[src/rtl/ddr_bist_gen.sv]
// DDR BIST generator: writes NUM_WORDS pattern words, reads them back and counts mismatches.
// Define BIST_PRBS_EN for a 32-bit PRBS pattern; default pattern is the inverted word index.
module ddr_bist_gen #(
    parameter int ADDR_W    = 24,
    parameter int DATA_W    = 32,
    parameter int NUM_WORDS = 256
) (
    input  logic              clk,
    input  logic              rst_n,
    input  logic              start,
    output logic              cmd_valid,
    input  logic              cmd_ready,
    output logic              cmd_rw,
    output logic [ADDR_W-1:0] cmd_addr,
    output logic [DATA_W-1:0] wr_data,
    input  logic              rd_valid,
    input  logic [DATA_W-1:0] rd_data,
    output logic              busy,
    output logic              done,
    output logic              pass,
    output logic [15:0]       err_cnt
);

    // state | meaning
    // IDLE  | waiting for start after reset
    // WRITE | issuing write commands, index = cmd_addr
    // READ  | issuing read commands, checking returns as they arrive
    // DRAIN | all reads issued, waiting for outstanding returns
    // DONE  | result latched in done/pass/err_cnt, start reruns
    typedef enum logic [2:0] {IDLE, WRITE, READ, DRAIN, DONE} state_t;

    localparam int OUT_W = ADDR_W + 1;
    localparam logic [ADDR_W-1:0] LAST_IDX = ADDR_W'(NUM_WORDS - 1);

    state_t            state;
    logic [OUT_W-1:0]  outstanding;
    logic [OUT_W-1:0]  out_nxt;
    logic [15:0]       err_nxt;
    logic [DATA_W-1:0] wr_first;
    logic [DATA_W-1:0] wr_next;
    logic [DATA_W-1:0] chk_exp;
    logic              start_ok;
    logic              hs;
    logic              chk_fire;
    logic              rd_inc;
    logic              rd_dec;
    logic              mismatch;

    assign start_ok = start && (state == IDLE || state == DONE);
    assign hs       = cmd_valid && cmd_ready;
    assign chk_fire = rd_valid && (state == READ || state == DRAIN);
    assign rd_inc   = (state == READ) && hs;
    // A return with nothing outstanding is a manager fault; never let the counter wrap.
    assign rd_dec   = chk_fire && (outstanding != '0 || rd_inc);
    assign mismatch = chk_fire && (rd_data != chk_exp);

`ifdef BIST_PRBS_EN
    localparam logic [31:0] PRBS_SEED = 32'hACE1_0001;

    function automatic logic [31:0] lfsr_step(input logic [31:0] s);
        return {s[30:0], s[31] ^ s[21] ^ s[1] ^ s[0]};
    endfunction

    logic [31:0] chk_lfsr;

    // The write data register doubles as the writer's LFSR state.
    assign wr_first = DATA_W'(PRBS_SEED);
    assign wr_next  = DATA_W'(lfsr_step(32'(wr_data)));
    assign chk_exp  = DATA_W'(chk_lfsr);

    always_ff @(posedge clk) begin
        if (!rst_n)
            chk_lfsr <= '0;
        else if (start_ok)
            chk_lfsr <= PRBS_SEED;
        else if (chk_fire)
            chk_lfsr <= lfsr_step(chk_lfsr);
    end
`else
    function automatic logic [DATA_W-1:0] pattern(input logic [ADDR_W-1:0] i);
        return ~(DATA_W'(i));
    endfunction

    logic [ADDR_W-1:0] chk_idx;

    assign wr_first = pattern('0);
    assign wr_next  = pattern(cmd_addr + ADDR_W'(1));
    assign chk_exp  = pattern(chk_idx);

    always_ff @(posedge clk) begin
        if (!rst_n)
            chk_idx <= '0;
        else if (start_ok)
            chk_idx <= '0;
        else if (chk_fire)
            chk_idx <= chk_idx + ADDR_W'(1);
    end
`endif

    always_comb begin
        out_nxt = outstanding;
        if (rd_inc && !rd_dec)
            out_nxt = outstanding + OUT_W'(1);
        else if (!rd_inc && rd_dec)
            out_nxt = outstanding - OUT_W'(1);
    end

    always_comb begin
        err_nxt = err_cnt;
        if (mismatch && err_cnt != 16'hFFFF)
            err_nxt = err_cnt + 16'd1;
    end

    always_ff @(posedge clk) begin
        if (!rst_n) begin
            state       <= IDLE;
            outstanding <= '0;
            cmd_valid   <= 1'b0;
            cmd_rw      <= 1'b0;
            cmd_addr    <= '0;
            wr_data     <= '0;
            busy        <= 1'b0;
            done        <= 1'b0;
            pass        <= 1'b0;
            err_cnt     <= '0;
        end else begin
            case (state)
                IDLE, DONE: begin
                    if (start) begin
                        state       <= WRITE;
                        outstanding <= '0;
                        cmd_valid   <= 1'b1;
                        cmd_rw      <= 1'b0;
                        cmd_addr    <= '0;
                        wr_data     <= wr_first;
                        busy        <= 1'b1;
                        done        <= 1'b0;
                        pass        <= 1'b0;
                        err_cnt     <= '0;
                    end
                end
                WRITE: begin
                    if (hs) begin
                        if (cmd_addr == LAST_IDX) begin
                            state    <= READ;
                            cmd_rw   <= 1'b1;
                            cmd_addr <= '0;
                        end else begin
                            cmd_addr <= cmd_addr + ADDR_W'(1);
                            wr_data  <= wr_next;
                        end
                    end
                end
                READ: begin
                    outstanding <= out_nxt;
                    err_cnt     <= err_nxt;
                    if (hs) begin
                        if (cmd_addr == LAST_IDX) begin
                            state     <= DRAIN;
                            cmd_valid <= 1'b0;
                            cmd_addr  <= '0;
                        end else begin
                            cmd_addr <= cmd_addr + ADDR_W'(1);
                        end
                    end
                end
                DRAIN: begin
                    outstanding <= out_nxt;
                    err_cnt     <= err_nxt;
                    // Use the post-update values so a final return landing now is counted.
                    if (out_nxt == '0) begin
                        state <= DONE;
                        busy  <= 1'b0;
                        done  <= 1'b1;
                        pass  <= (err_nxt == 16'd0);
                    end
                end
                default: state <= IDLE;
            endcase
        end
    end

endmodule

[config.mk]
export PLATFORM = sky130hd
export DESIGN_NAME = ddr_bist_gen
export DESIGN_NICKNAME = d
export VERILOG_FILES = /design/src/rtl/ddr_bist_gen.sv
export SDC_FILE = /design/constraint.sdc
export NUM_CORES = 1
export LEC_CHECK = 0
export ABC_AREA = 0
export BUFFER_PORTS_ARGS = -buffer_cell sky130_fd_sc_hd__buf_4
export CAP_MARGIN = 20
export CORE_ASPECT_RATIO = 0.6
export CORE_UTILIZATION = 58
export CTS_CLUSTER_SIZE = 12
export DETAILED_ROUTE_END_ITERATION = 7
export GPL_TIMING_DRIVEN = 1
export HOLD_SLACK_MARGIN = 0.06
export PLACE_DENSITY_LB_ADDON = 0.05
export SLEW_MARGIN = 20
export SYNTH_ARGS = -nofsm -noshare
export SYNTH_HDL_FRONTEND = slang
export SYNTH_SLANG_ARGS = --single-unit
[constraint.sdc]
create_clock -name clk -period 4.2 [get_ports clk]
set_input_delay 0.21 -clock clk [delete_from_list [all_inputs] [get_ports clk]]
set_output_delay 0.21 -clock clk [all_outputs]
set_load 0.01 [all_outputs]
; After elaboration in Yosys (flattened, before gate mapping)
; Index checks and enable logic that the tools add are counted.
[op_classes]
addsub = 5
mul = 0
div = 0
n_lt_le_gt_ge = 0
eq_ne = 15
shift = 0
muxes = 36
bitwise = 3
reduce_logical = 34
[ops]
columns = cell, count
row1 = 2-to-1 mux 32 bit, 3
row2 = 2-to-1 mux 25 bit, 3
row3 = 2-to-1 mux 24 bit, 3
row4 = NOT 24 -> 32 bit, 2
row5 = case mux 32 bit (2 select lines), 1
row6 = case mux 25 bit (2 select lines), 1
row7 = adder 24 x 1 -> 24 bit (second input constant), 2
row8 = case mux 24 bit (2 select lines), 1
row9 = 2-to-1 mux 16 bit, 2
row10 = inequality test 32 bit, 1
row11 = case mux 16 bit (2 select lines), 1
row12 = adder 25 x 1 -> 25 bit (second input constant), 1
row13 = zero test 25 bit, 1
row14 = nonzero test 25 bit, 1
row15 = subtractor 25 x 1 -> 25 bit (second input constant), 1
row16 = == test 24 x 8 -> 1 bit (second input constant), 1
row17 = 2-to-1 mux 3 bit, 6
row18 = adder 16 x 1 -> 16 bit (second input constant), 1
row19 = zero test 16 bit, 1
row20 = inequality test 16 bit (second input constant), 1
row21 = case mux 3 bit (4 select lines), 1
row22 = AND reduction 4 bit, 3
row23 = inequality test 2 bit (second input constant), 5
row24 = case mux 1 bit (2 select lines), 5
row25 = other kinds (15), 45
[totals]
regBits = 129
latch_bits = 0
ram_bits = 0
mem_bits_ro = 0
input_bits = 37
output_inout_bits = 77
wordCells = 104
mem_count = 0

; Logic depth before layout (Yosys ltp)
; Gate-level depths: netlist of the first run.
[logic_depth]
word_depth = 10
ltp_mapped = 12
ltp_nobuf = 11

; Worst setup path after synthesis of the first run
; OpenSTA, ideal clock, no wires.
[synth_timing]
path_kind = reg-to-reg
from = register outstanding[1]
to = register pass
setup_ns = 0.072
arrival_time_ns = 2.899
t_required_ns = 4.128
slack_ns = 1.229
path_stages_with_launch = 13
n_path_buf = 1
period_less_slack_ns = 2.971
path_cell_list = dfxtp_1 -> clkbuf_1 -> inv_1 -> ha_1 -> nor3b_1 -> and2_1 -> a31oi_4 -> nor2_1 -> a221o_1 -> nor4_2 -> nand4_2 -> nor4_2 -> mux2i_1
[synth_via]
elab_chain_cells = 9
elab_cells_between_ends = 13
classes_between = 2 x add/sub / 1 x eq/ne / 2 x mux / 8 x reduce/logical
[synth_lines]
columns = item, line_no
row1 = from (decl), 36  ; logic [OUT_W-1:0] outstanding;
row2 = from (signal assigned), 155  ; outstanding <= out_nxt;
row3 = from (signal assigned), 168  ; outstanding <= out_nxt;
row4 = branches (longest 5 deep; another with subtractor 25 x 1 -> 25 bit), -
row5 = 2-to-1 mux 25 bit *, 102  ; if (rd_inc && !rd_dec)
row6 = zero test 25 bit *, 171  ; if (out_nxt == '0) begin
row7 = inequality test 2 x 1 -> 1 bit (no line) *, -
row8 = AND reduction 3 bit (no line) *, -
row9 = to (signal assigned), 175  ; pass <= (err_nxt == 16'd0);
row10 = to (decl), 20  ; output logic pass,
; Mark *: on every way between the ends.
; A chain may end at the register's enable or synchronous reset.

; Final worst setup path of the first run
[layout_timing]
from = register outstanding[0]
to = register state[1]
[layout_via]
elab_chain_cells = 9
elab_cells_between_ends = 13
classes_between = 2 x add/sub / 1 x eq/ne / 2 x mux / 8 x reduce/logical
[layout_lines]
columns = item, line_no
row1 = branches (longest 5 deep; another with subtractor 25 x 1 -> 25 bit), -
row2 = 2-to-1 mux 25 bit *, 102
row3 = zero test 25 bit *, 171
row4 = inequality test 2 x 1 -> 1 bit (no line) *, -
row5 = AND reduction 6 bit (no line) *, -
row6 = to (signal assigned), 116  ; state <= IDLE;
row7 = to (signal assigned), 172  ; state <= DONE;
row8 = to (signal assigned), 178  ; default: state <= IDLE;
row9 = to (decl), 35  ; state_t state;
; Marked as above.

==> results by group, run 1 <==
Clock network
  – CTS resizes: 0
  – Post-CTS Setup Bufs: 0
  – Post-CTS Hold Buffers: 0
  – Clock Tree Buf Depth: 2
  – Inserted Clock Buffers: 17
  – CTS tree: built
  – Clock Sinks: between 100 and 150
  – Worst skew pair latency: 420 ps
  – H-tree depth: 4
  – Clk slew on worst S/H paths: 60 ps
  – Root Buffer: clkbuf_16

Global route
  – Vias in the first global route: 6392
  – Remaining global-route overflow: 0
  – GRT Util Overall: 34.8%
  – First-pass GRT wire length: 35300 um
  – Initial antenna violation count: 0
  – Pin count of the biggest net entering global routing: 50

Critical path
  – Worst setup EP type: register
  – R2R Path Start: outstanding[0]$_SDFFE_PN0P_
  – CP startpoint kind: register
  – CP Class: register to register
  – RR Endpoint: state[1]$_SDFFE_PN0P_
  – Worst Path Required: 4460 ps
  – FF-to-FF path depth: 11
  – FF-to-FF setup slack: 510 ps
  – Crit Path Max Fanout: 8
  – Arrival time at the worst endpoint: 3950 ps

Status
  – Status: complete, but fails checks
  – Failing checks: DRC

Synth
  – Mapped cell area: 7370 um^2
  – Synth Net Count: 989
  – Synth Area in Adders: less than 1%
  – Post-synth cell types: 72
  – Yosys reg bits: around 120
  – Post-synth EDFFs: 0
  – Synth Area in Compound Gates: 18.7%
  – Post-Synthesis Cells: 947
  – Synth Warn #: 0
  – Synth async-reset ratio: 0%
  – Simple-Gate Fraction of Synth Area: 30.2%
  – Main combinational cell family by area after synthesis: simple AND/OR/NAND/NOR gates
  – Multiplexer share of the synthesized area: 1.39%
  – XOR/XNOR Fraction of Synth Area: 10.7%
  – Syn_area_per_cell: 7.78 um^2
  – Sequential share of the synthesized area: between 30 and 40%
  – Post-synth top flop: dfxtp_1

Power
  – Int Power: 0.00216 W
  – Sequential power share: 42.2%
  – VDD IR max: 0.258 mV
  – Switching portion of total power: around a quarter
  – Clock Power Share: 50.4%
  – Power Total: 0.00284 W
  – Power per cell area: 322 nW/um^2
  – Switch Pwr: between 0.0006 and 0.0007 W
  – Leak: ~3.5 nW
  – Gate power share: 7.4%

Floorplan
  – Row count: 31
  – Chip height: just under 90 um
  – Starting Density: 60.3%
  – Die X: 147 um
  – Core box area: around 12000 um^2
  – Die Footprint: 13200 um^2
  – I/O pin count: 114

Place
  – Port Buffers: between 100 and 150
  – Post-DP HPWL: 15800 um
  – Inst Count DP: 1173
  – Routability cong.: 1.01

STA
  – Setup TNS: 0 ps
  – Final Hold Violating Endpoints: 0
  – Final Cycle Share: 88.0%
  – Final Setup Violations: 0
  – Pins Over Slew Limit: 0
  – Worst Tran Pin Value: 904 ps
  – Worst slew margin: 39.6%
  – Setup Skew: 13.2 ps
  – Fmax: about 270 MHz
  – Unrepaired setup endpoints after global routing: false
  – Post-layout min period: 3690 ps

Detailed routing
  – Vias per cell: between 6 and 7
  – Via count: roughly 7.7k
  – Detailed-route wire length per cell: 18.7 um
  – DRT iter0 DRCs: 784
  – Residual DRC count: 2
  – Post-route ant nets: 0
  – Post-Route WL: 22500 um
  – First-pass iteration count of the detailed router: 8

Final layout
  – Area growth syn-to-layout: 20.0%
  – Nets: between 1k and 1.5k
  – Layout cells sized above 1: 18.4%
  – Non-filler cells, final: 1204
  – Post-layout util: 72.4%
  – # diodes: 0

Hold path
  – Worst Hold Depth: 3
  – Hold Path Origin: rst_n
  – Worst Hold Class: input port to register
  – Hold Crit Endpoint: outstanding[22]$_SDFFE_PN0P_

Run
  – Max Cap Violations: 0
[metrics by stage]
| stage | hold slack, ps | cell area (um^2) | worst slack (ps) |
|---|---|---|---|
| 5_1_grt | 242 | 8840 | 214 |
| 3_3_place_gp | 450 | 8250 | 759 |
| 6_report | 223 | 8840 | 505 |
| 4_1_cts | 212 | 8820 | 601 |
| 3_5_place_dp | 453 | 8250 | 669 |
| 2_1_floorplan | 470 | 7370 | 1230 |
[critical path: stages, from the launching register on]
cell	delay [ps]
dfxtp_1	390
inv_1	150
ha_1	300
nor3b_1	370
nand4_1	230
nor4_1	570
nor2_1	240
xnor2_1	190
nor4_2	400
nand4_2	230
o31ai_1	350
a21oi_1	120
[power by group through the flow]
stage	Combinational, W	Sequential (W)	Clock, W
3_3_place_gp	0.000204	0.00122	0
6_report	0.000211	0.00120	0.00143
3_5_place_dp	0.000207	0.00122	0
4_1_cts	0.000208	0.00120	0.00144
5_1_grt	0.000229	0.00120	0.00150
2_1_floorplan	0.0000999	0.00123	0
[cell usage after synthesis (all sizes together), types with 3 or more instances]
master | n | area share, %
dfxtp | 122 | 33
a31o | 3 | 0.36
nand3 | 59 | 4.2
and3 | 22 | 1.9
nand2b | 3 | 0.25
xnor2 | 41 | 4.9
nand3b | 6 | 0.61
ha | 5 | 0.85
inv | 19 | 0.97
a21o | 6 | 0.61
or3 | 13 | 1.1
a211oi | 15 | 1.6
and4 | 11 | 1.3
a22oi | 14 | 1.6
o211ai | 8 | 0.82
a21boi | 3 | 0.31
buf | 18 | 1.6
nor2 | 119 | 6.1
nand2 | 68 | 3.5
xor2 | 49 | 5.8
a21oi | 56 | 3.8
or2 | 3 | 0.25
a311oi | 4 | 0.48
nor3 | 48 | 3.3
o31ai | 15 | 1.5
or4 | 6 | 0.66
o22ai | 5 | 0.42
a31oi | 17 | 1.9
clkbuf | 50 | 2.5
mux2i | 8 | 1.1
nor3b | 3 | 0.31
and2 | 11 | 0.93
o21ai | 38 | 2.6
nand4 | 25 | 2.2
nor4 | 24 | 2.8
nor4b | 3 | 0.36
[worst max path at each step]
stage / startpoint / slack (ps) / cells after the start / to
6_report: outstanding[0]$_SDFFE_PN0P_ / 510 / 11 / state[1]$_SDFFE_PN0P_
5_1_grt: outstanding[0]$_SDFFE_PN0P_ / 210 / 11 / state[1]$_SDFFE_PN0P_
3_3_place_gp: outstanding[0]$_SDFFE_PN0P_ / 760 / 11 / pass$_SDFFE_PN0P_
2_1_floorplan: outstanding[1]$_SDFFE_PN0P_ / 1230 / 12 / pass$_SDFFE_PN0P_
3_5_place_dp: outstanding[0]$_SDFFE_PN0P_ / 670 / 11 / pass$_SDFFE_PN0P_
4_1_cts: outstanding[0]$_SDFFE_PN0P_ / 600 / 11 / state[1]$_SDFFE_PN0P_
[metal layers]
metal | GRT usage, % | wire length (um) | vias up
met4 | 8.53 | 256 | 0
met1 | 54.0 | 10700 | 3595
met2 | 46.4 | 8720 | 479
met3 | 8.88 | 2790 | 31
li1 | - | - | 3609
met5 | 0 | 0 | -
[registers in the layout (all words and copies together) (netlist names)]
name	cells
cmd_addr	24
pass	1
done	1
cmd_valid	1
state	3
cmd_rw	1
busy	1
wr_data	25
chk_idx	24
err_cnt	16
outstanding	25
[cells by family after synthesis]
logic type	count (synthesis)
AO/OA/AOI/OAI	205
XOR/XNOR	90
adder cells (fa/ha/maj)	5
buffers and inverters	87
flip-flops	122
multiplexers	10
AND/OR/NAND/NOR	428
[placed cells by master, fill, tap and decap left out, types with 6 or more instances in the layout]
cell	instances
nand3b_1	6
and3_1	21
nor3_1	46
nor2_1	117
buf_4	129
xor2_1	49
o21ai_0	37
nand3_1	58
a211oi_1	14
and2_1	10
nand2_1	68
dfxtp_1	122
or3_1	13
o211ai_1	8
mux2i_1	7
a31oi_1	14
inv_1	18
a21oi_1	56
clkbuf_16	17
nor4_1	18
o31ai_1	15
xnor2_1	41
nand4_1	24
and4_1	10
a21o_1	6
a22oi_1	12
[final cells by class]
cell class,instances,area [um^2]
clock buffers,19,443
well taps,165,206
multi-input cells,738,4570
fillers,1018,3380
clock inverters,11,124
inverters,19,71.3
repair buffers,130,988
flip-flops and latches,122,2440
Note: power is estimated with default switching activity, not from simulation.
==> inputs of run 2 (changes only) <==
--- a/config.mk
+++ b/config.mk
@@ -6,7 +6,7 @@
 export NUM_CORES = 1
 export LEC_CHECK = 0
 export ABC_AREA = 0
-export BUFFER_PORTS_ARGS = -buffer_cell sky130_fd_sc_hd__buf_4
+export BUFFER_PORTS_ARGS = -buffer_cell sky130_fd_sc_hd__buf_2
 export CAP_MARGIN = 20
 export CORE_ASPECT_RATIO = 0.6
 export CORE_UTILIZATION = 58
==> run 2 against run 1 <==
Net effect: clock skew increased by 2.7 ps; highest routed layer unchanged; design area is 3.4% lower; sequential power hardly changed; the run now ends clean; via count shrank 0.54%; hold slack improved by 37 ps; final cell count rose by 0.17%.
==> results by group, run 2 (synthesized netlist as in run 1, its figures left out) <==
Place
  – Post-DP HPWL: 15400 um
  – Port Buffers: 113
  – Dpl cell area: around 8000 um^2
  – Routability cong.: 0.988

Clock network
  – Clk slew on worst S/H paths: roughly 60 ps
  – CTS tree: built
  – CTS resizes: 0
  – Post-CTS Setup Bufs: 0
  – Inserted Clock Buffers: 17
  – Post-CTS Hold Buffers: 0
  – H-tree depth: 4
  – Clock Sinks: 122
  – Clock Tree Buf Depth: 2
  – Worst skew pair latency: between 400 and 500 ps
  – Root Buffer: clkbuf_16

Critical path
  – Worst Path Required: around 4600 ps
  – Crit Path Max Fanout: 14
  – CP startpoint kind: register
  – Arrival time at the worst endpoint: 3960 ps
  – Worst setup EP type: register
  – CP Class: register to register
  – FF-to-FF path depth: 10

Hold path
  – Worst Hold Depth: 5
  – Worst Hold Class: input port to register

Detailed routing
  – Post-Route WL: 22300 um
  – Post-route ant nets: 0
  – Met3 wire len: approximately 2800 um
  – Met2 Routed Length: 8560 um
  – Vias per cell: 6.36
  – Top sig layer: met4
  – Via count: roughly 7.7k
  – Metal1 wirelength: approximately 11000 um
  – Detailed-route wire length per cell: 18.5 um
  – First-pass iteration count of the detailed router: 5
  – DRT iter0 DRCs: between 700 and 800
  – Residual DRC count: 0

STA
  – Final Cycle Share: 85.9%
  – Pins Over Slew Limit: 0
  – Worst slew margin: around 39%
  – Fmax: approximately 280 MHz
  – Setup TNS: 0 ps
  – Final Setup Violations: 0
  – Worst Tran Pin Value: 915 ps
  – Setup Skew: 15.9 ps
  – Unrepaired setup endpoints after global routing: false
  – Hold slack: 260 ps
  – Final Hold Violating Endpoints: 0
  – Post-layout min period: 3610 ps

Floorplan
  – Starting Density: 60.3%
  – Die Footprint: 13200 um^2
  – Chip height: 89.3 um
  – Row count: 31
  – I/O pin count: between 100 and 150
  – Die X: about 150 um
  – Core box area: 12200 um^2

Final layout
  – Design Area, Final: 8540 um^2
  – Area growth syn-to-layout: 16.0%
  – Layout cells sized above 1: 18.7%
  – Footprint of the multi-input gates: 4570 um^2
  – Commonest non-fill, non-tap cells in the layout: dfxtp_1 (122), nor2_1 (117), buf_2 (113)
  – Top flop regs: outstanding x25, wr_data x25
  – # diodes: 0
  – Fill count: 1027
  – Register area: 2440 um^2
  – Commonest non-fill, non-tap cell in the layout: dfxtp_1
  – Nets: about 1.1k

Status
  – Status: finished clean

Global route
  – Remaining global-route overflow: 0
  – First-pass GRT wire length: 34500 um
  – Initial antenna violation count: 0
  – Pin count of the biggest net entering global routing: 50
  – GRT Util Overall: 34.0%
  – Vias in the first global route: 6289

Power
  – Leak: 3.45 nW
  – VDD IR max: 0.231 mV
  – Power per cell area: ~320 nW/um^2

Run
  – Max Cap Violations: 0
==> run 2: changes by cell type in the layout (fill, tap and decap cells not counted), sizes merged <==
cell,before,now
bufinv,2,0
clkbuf,19,17
clkinvlp,3,5
inv,20,24
==> run 2: final timing paths <==
path                          from                     to  slack, ps
max reg2reg  state[1]$_SDFFE_PN0P_      pass$_SDFFE_PN0P_        590
min reg2reg    cmd_rw$_SDFFE_PN0P_    cmd_rw$_SDFFE_PN0P_        450
max          state[1]$_SDFFE_PN0P_      pass$_SDFFE_PN0P_        590
min                      cmd_ready  state[0]$_SDFFE_PN0P_        260
==> run 2: per-layer routing <==
metal / global-route usage, % / vias up
li1: - / 3603
met1: 52.0 / 3565
met2: 44.9 / 471
met3: 10.1 / 33
met4: 9.65 / 0
met5: 0 / -
==> run 2: final cells by class <==
cell class,instances,area share [%]
clock buffers,17,4.98
clock inverters,15,1.36
inverters,19,0.835
multi-input cells,738,53.5
flip-flops and latches,122,28.6
well taps,165,2.42
repair buffers,130,8.35
==> run 2: where the power goes <==
group	internal [W]	switching [W]	total [W]
Combinational	0.0000684	0.000117	0.000186
Sequential	0.00118	0.0000167	0.00120
Clock	0.000761	0.000600	0.00136
==> run 2: worst max-delay path, cell delays in order (launching register included) <==
cell and delay, ps:
dfxtp_1 580, nor3b_1 550, nand2_1 100, buf_4 200
nor4b_1 590, nor2_1 230, xnor2_1 190, nor4_2 340
nand4_2 230, nor4_2 330, mux2i_1 210
==> run 2: through the flow <==
stage | utilization [%] | setup slack, ps | instances | power, W
after global placement | 65.3 | 781 | 1173 | 0.00140
after CTS | 69.7 | 646 | 1205 | 0.00275
after floorplan | - | 1230 | 947 | 0.00133
after global routing | 69.9 | 307 | 1206 | 0.00282
final | 69.9 | 591 | 1206 | 0.00274
after detailed placement | 65.3 | 715 | 1173 | 0.00140
==> inputs of run 3 (changes only) <==
--- a/config.mk
+++ b/config.mk
@@ -9,7 +9,7 @@
 export BUFFER_PORTS_ARGS = -buffer_cell sky130_fd_sc_hd__buf_2
 export CAP_MARGIN = 20
 export CORE_ASPECT_RATIO = 0.6
-export CORE_UTILIZATION = 58
+export CORE_UTILIZATION = 62
 export CTS_CLUSTER_SIZE = 12
 export DETAILED_ROUTE_END_ITERATION = 7
 export GPL_TIMING_DRIVEN = 1
==> constraint.sdc (replaced) <==
create_clock -name clk -period 4.4 [get_ports clk]
set_input_delay 0.22 -clock clk [delete_from_list [all_inputs] [get_ports clk]]
set_output_delay 0.22 -clock clk [all_outputs]
set_load 0.01 [all_outputs]
==> run 3 against run 2 <==
Net effect: critical path type unchanged; sequential power is 5% lower; critical path depth fell by 1; combinational power is 4% lower; hold slack lost 25 ps.
==> results by group, run 3 (synthesized netlist as in run 1, its figures left out) <==
Clock network
  – CTS resizes: 0
  – Post-CTS Setup Bufs: 0
  – Clk slew on worst S/H paths: 60 ps
  – Root Buffer: clkbuf_16
  – Inserted Clock Buffers: 17
  – Worst skew pair latency: 420 ps
  – Post-CTS Hold Buffers: 0
  – Clock Tree Buf Depth: 2
  – CTS tree: built
  – H-tree depth: 4
  – Clock Sinks: 122

Hold path
  – Worst Hold Class: input port to register

Detailed routing
  – DRT iter0 DRCs: 910
  – Via count: about 7.7k
  – Residual DRC count: 0
  – Vias per cell: 6.44
  – Post-route ant nets: 0
  – Post-Route WL: 22300 um
  – First-pass iteration count of the detailed router: 7
  – Detailed-route wire length per cell: 18.6 um

Place
  – Port Buffers: 113
  – Post-DP HPWL: ~15000 um
  – Dpl cell area: 7940 um^2
  – Routability cong.: 0.955

STA
  – Hold slack: 235 ps
  – Pins Over Slew Limit: 0
  – Worst Tran Pin Value: 1030 ps
  – Unrepaired setup endpoints after global routing: false
  – Final Setup Violations: 0
  – Final Hold Violating Endpoints: 0
  – Setup Skew: 10.6 ps
  – Fmax: 255 MHz
  – Setup TNS: 0 ps
  – Final Cycle Share: 89.0%
  – Worst slew margin: 31.5%
  – Post-layout min period: 3920 ps

Final layout
  – Design Area, Final: 8580 um^2
  – Nets: roughly 1.1k
  – Fill count: 888
  – Area growth syn-to-layout: 16.4%
  – Commonest non-fill, non-tap cell in the layout: dfxtp_1
  – Layout cells sized above 1: 18.3%
  – Commonest non-fill, non-tap cells in the layout: dfxtp_1 (122), nor2_1 (117), buf_2 (113)
  – # diodes: 0
  – Top flop regs: outstanding x25, wr_data x25

Power
  – Power per cell area: 326 nW/um^2
  – Int Power: 0.00212 W
  – Clock Power Share: 52.6%
  – Switch Pwr: 0.000675 W
  – Switching portion of total power: 24.2%
  – Leak: 3.47 nW
  – Sequential power share: 41.0%
  – VDD IR max: 0.266 mV
  – Gate power share: between 6 and 7%

Floorplan
  – Chip height: 86.4 um
  – Core box area: 11400 um^2
  – Starting Density: 64.3%
  – Row count: 30
  – I/O pin count: roughly 110
  – Die Footprint: 12300 um^2
  – Die X: about 140 um

Critical path
  – FF-to-FF setup slack: 480 ps
  – Cell Chain, Critical Path: nor3b_1, nand4_1, or3_1, nor3_1, o311ai_0, nor4_2, nand4_2, nor4_2, mux2i_1
  – CP startpoint kind: register
  – Worst setup EP type: register
  – CP Class: register to register
  – Worst Path Required: 4750 ps
  – Crit-path slowest cell: dfxtp_1
  – CP max stage delay: 590 ps
  – Cell mode on critical path: nor4_2
  – Arrival time at the worst endpoint: 4260 ps
  – Crit Path Max Fanout: 14

Global route
  – First-pass GRT wire length: 35000 um
  – Initial antenna violation count: 0
  – Vias in the first global route: 6469
  – Pin count of the biggest net entering global routing: 50
  – Remaining global-route overflow: 0
  – GRT Util Overall: 36.7%

Status
  – Status: finished clean

Run
  – Max Cap Violations: 0
==> run 3: cell types whose count changed in the layout (fill, tap and decap cells not counted), moves of 2 or more <==
cell	before	now
inv_6	4	2
clkbuf_8	0	2
bufinv_16	0	3
buf_4	16	12
clkinv_4	2	4
clkinvlp_4	5	2
==> run 3: worst max-delay path, delay by kind of cell (launching register included) <==
kind,cells,cell delay [ps]
AND/OR/NAND/NOR,7,2810
flip-flops,1,590
multiplexers,1,220
AO/OA/AOI/OAI,1,210
==> run 3: area by class of cell <==
type                       instances  area, um^2  area share (%)
multi-input combinational        738        4570            53.2
sequential                       122        2440            28.5
timing repair buffer             126         676            7.88
clock buffer                      19         453            5.28
tap                              160         200            2.33
clock inverter                    13         168            1.96
inverter                          19        71.3           0.832
==> run 3: worst paths after layout <==
kind	startpoint	end	cells after the start
max	state[1]$_SDFFE_PN0P_	pass$_SDFFE_PN0P_	9
min	start	cmd_valid$_SDFFE_PN0P_	3
max reg2reg	state[1]$_SDFFE_PN0P_	pass$_SDFFE_PN0P_	9
min reg2reg	cmd_rw$_SDFFE_PN0P_	cmd_rw$_SDFFE_PN0P_	2
==> run 3: per-layer routing <==
layer	share of wire [%]	track usage (%)
met1	49	58.5
met2	38	47.6
met3	12	9.34
met4	1.5	8.41
met5	0	0
==> run 3: stage by stage <==
| stage | setup slack, ps | power, W | util [%] | std cells |
|---|---|---|---|---|
| floorplan | 1430 | 0.00127 | - | 947 |
| global placement | 856 | 0.00134 | 69.3 | 1164 |
| detailed placement | 721 | 0.00134 | 69.3 | 1164 |
| CTS | 691 | 0.00279 | 74.7 | 1196 |
| global route | 222 | 0.00287 | 74.9 | 1197 |
| finish | 482 | 0.00279 | 74.9 | 1197 |
==> run 3: power by group through the flow <==
stage | clock network, W | registers, W | logic (W)
after floorplan | 0 | 0.00117 | 0.0000953
after global placement | 0 | 0.00117 | 0.000171
after detailed placement | 0 | 0.00117 | 0.000173
after CTS | 0.00147 | 0.00114 | 0.000175
after global routing | 0.00154 | 0.00115 | 0.000192
final | 0.00147 | 0.00114 | 0.000179
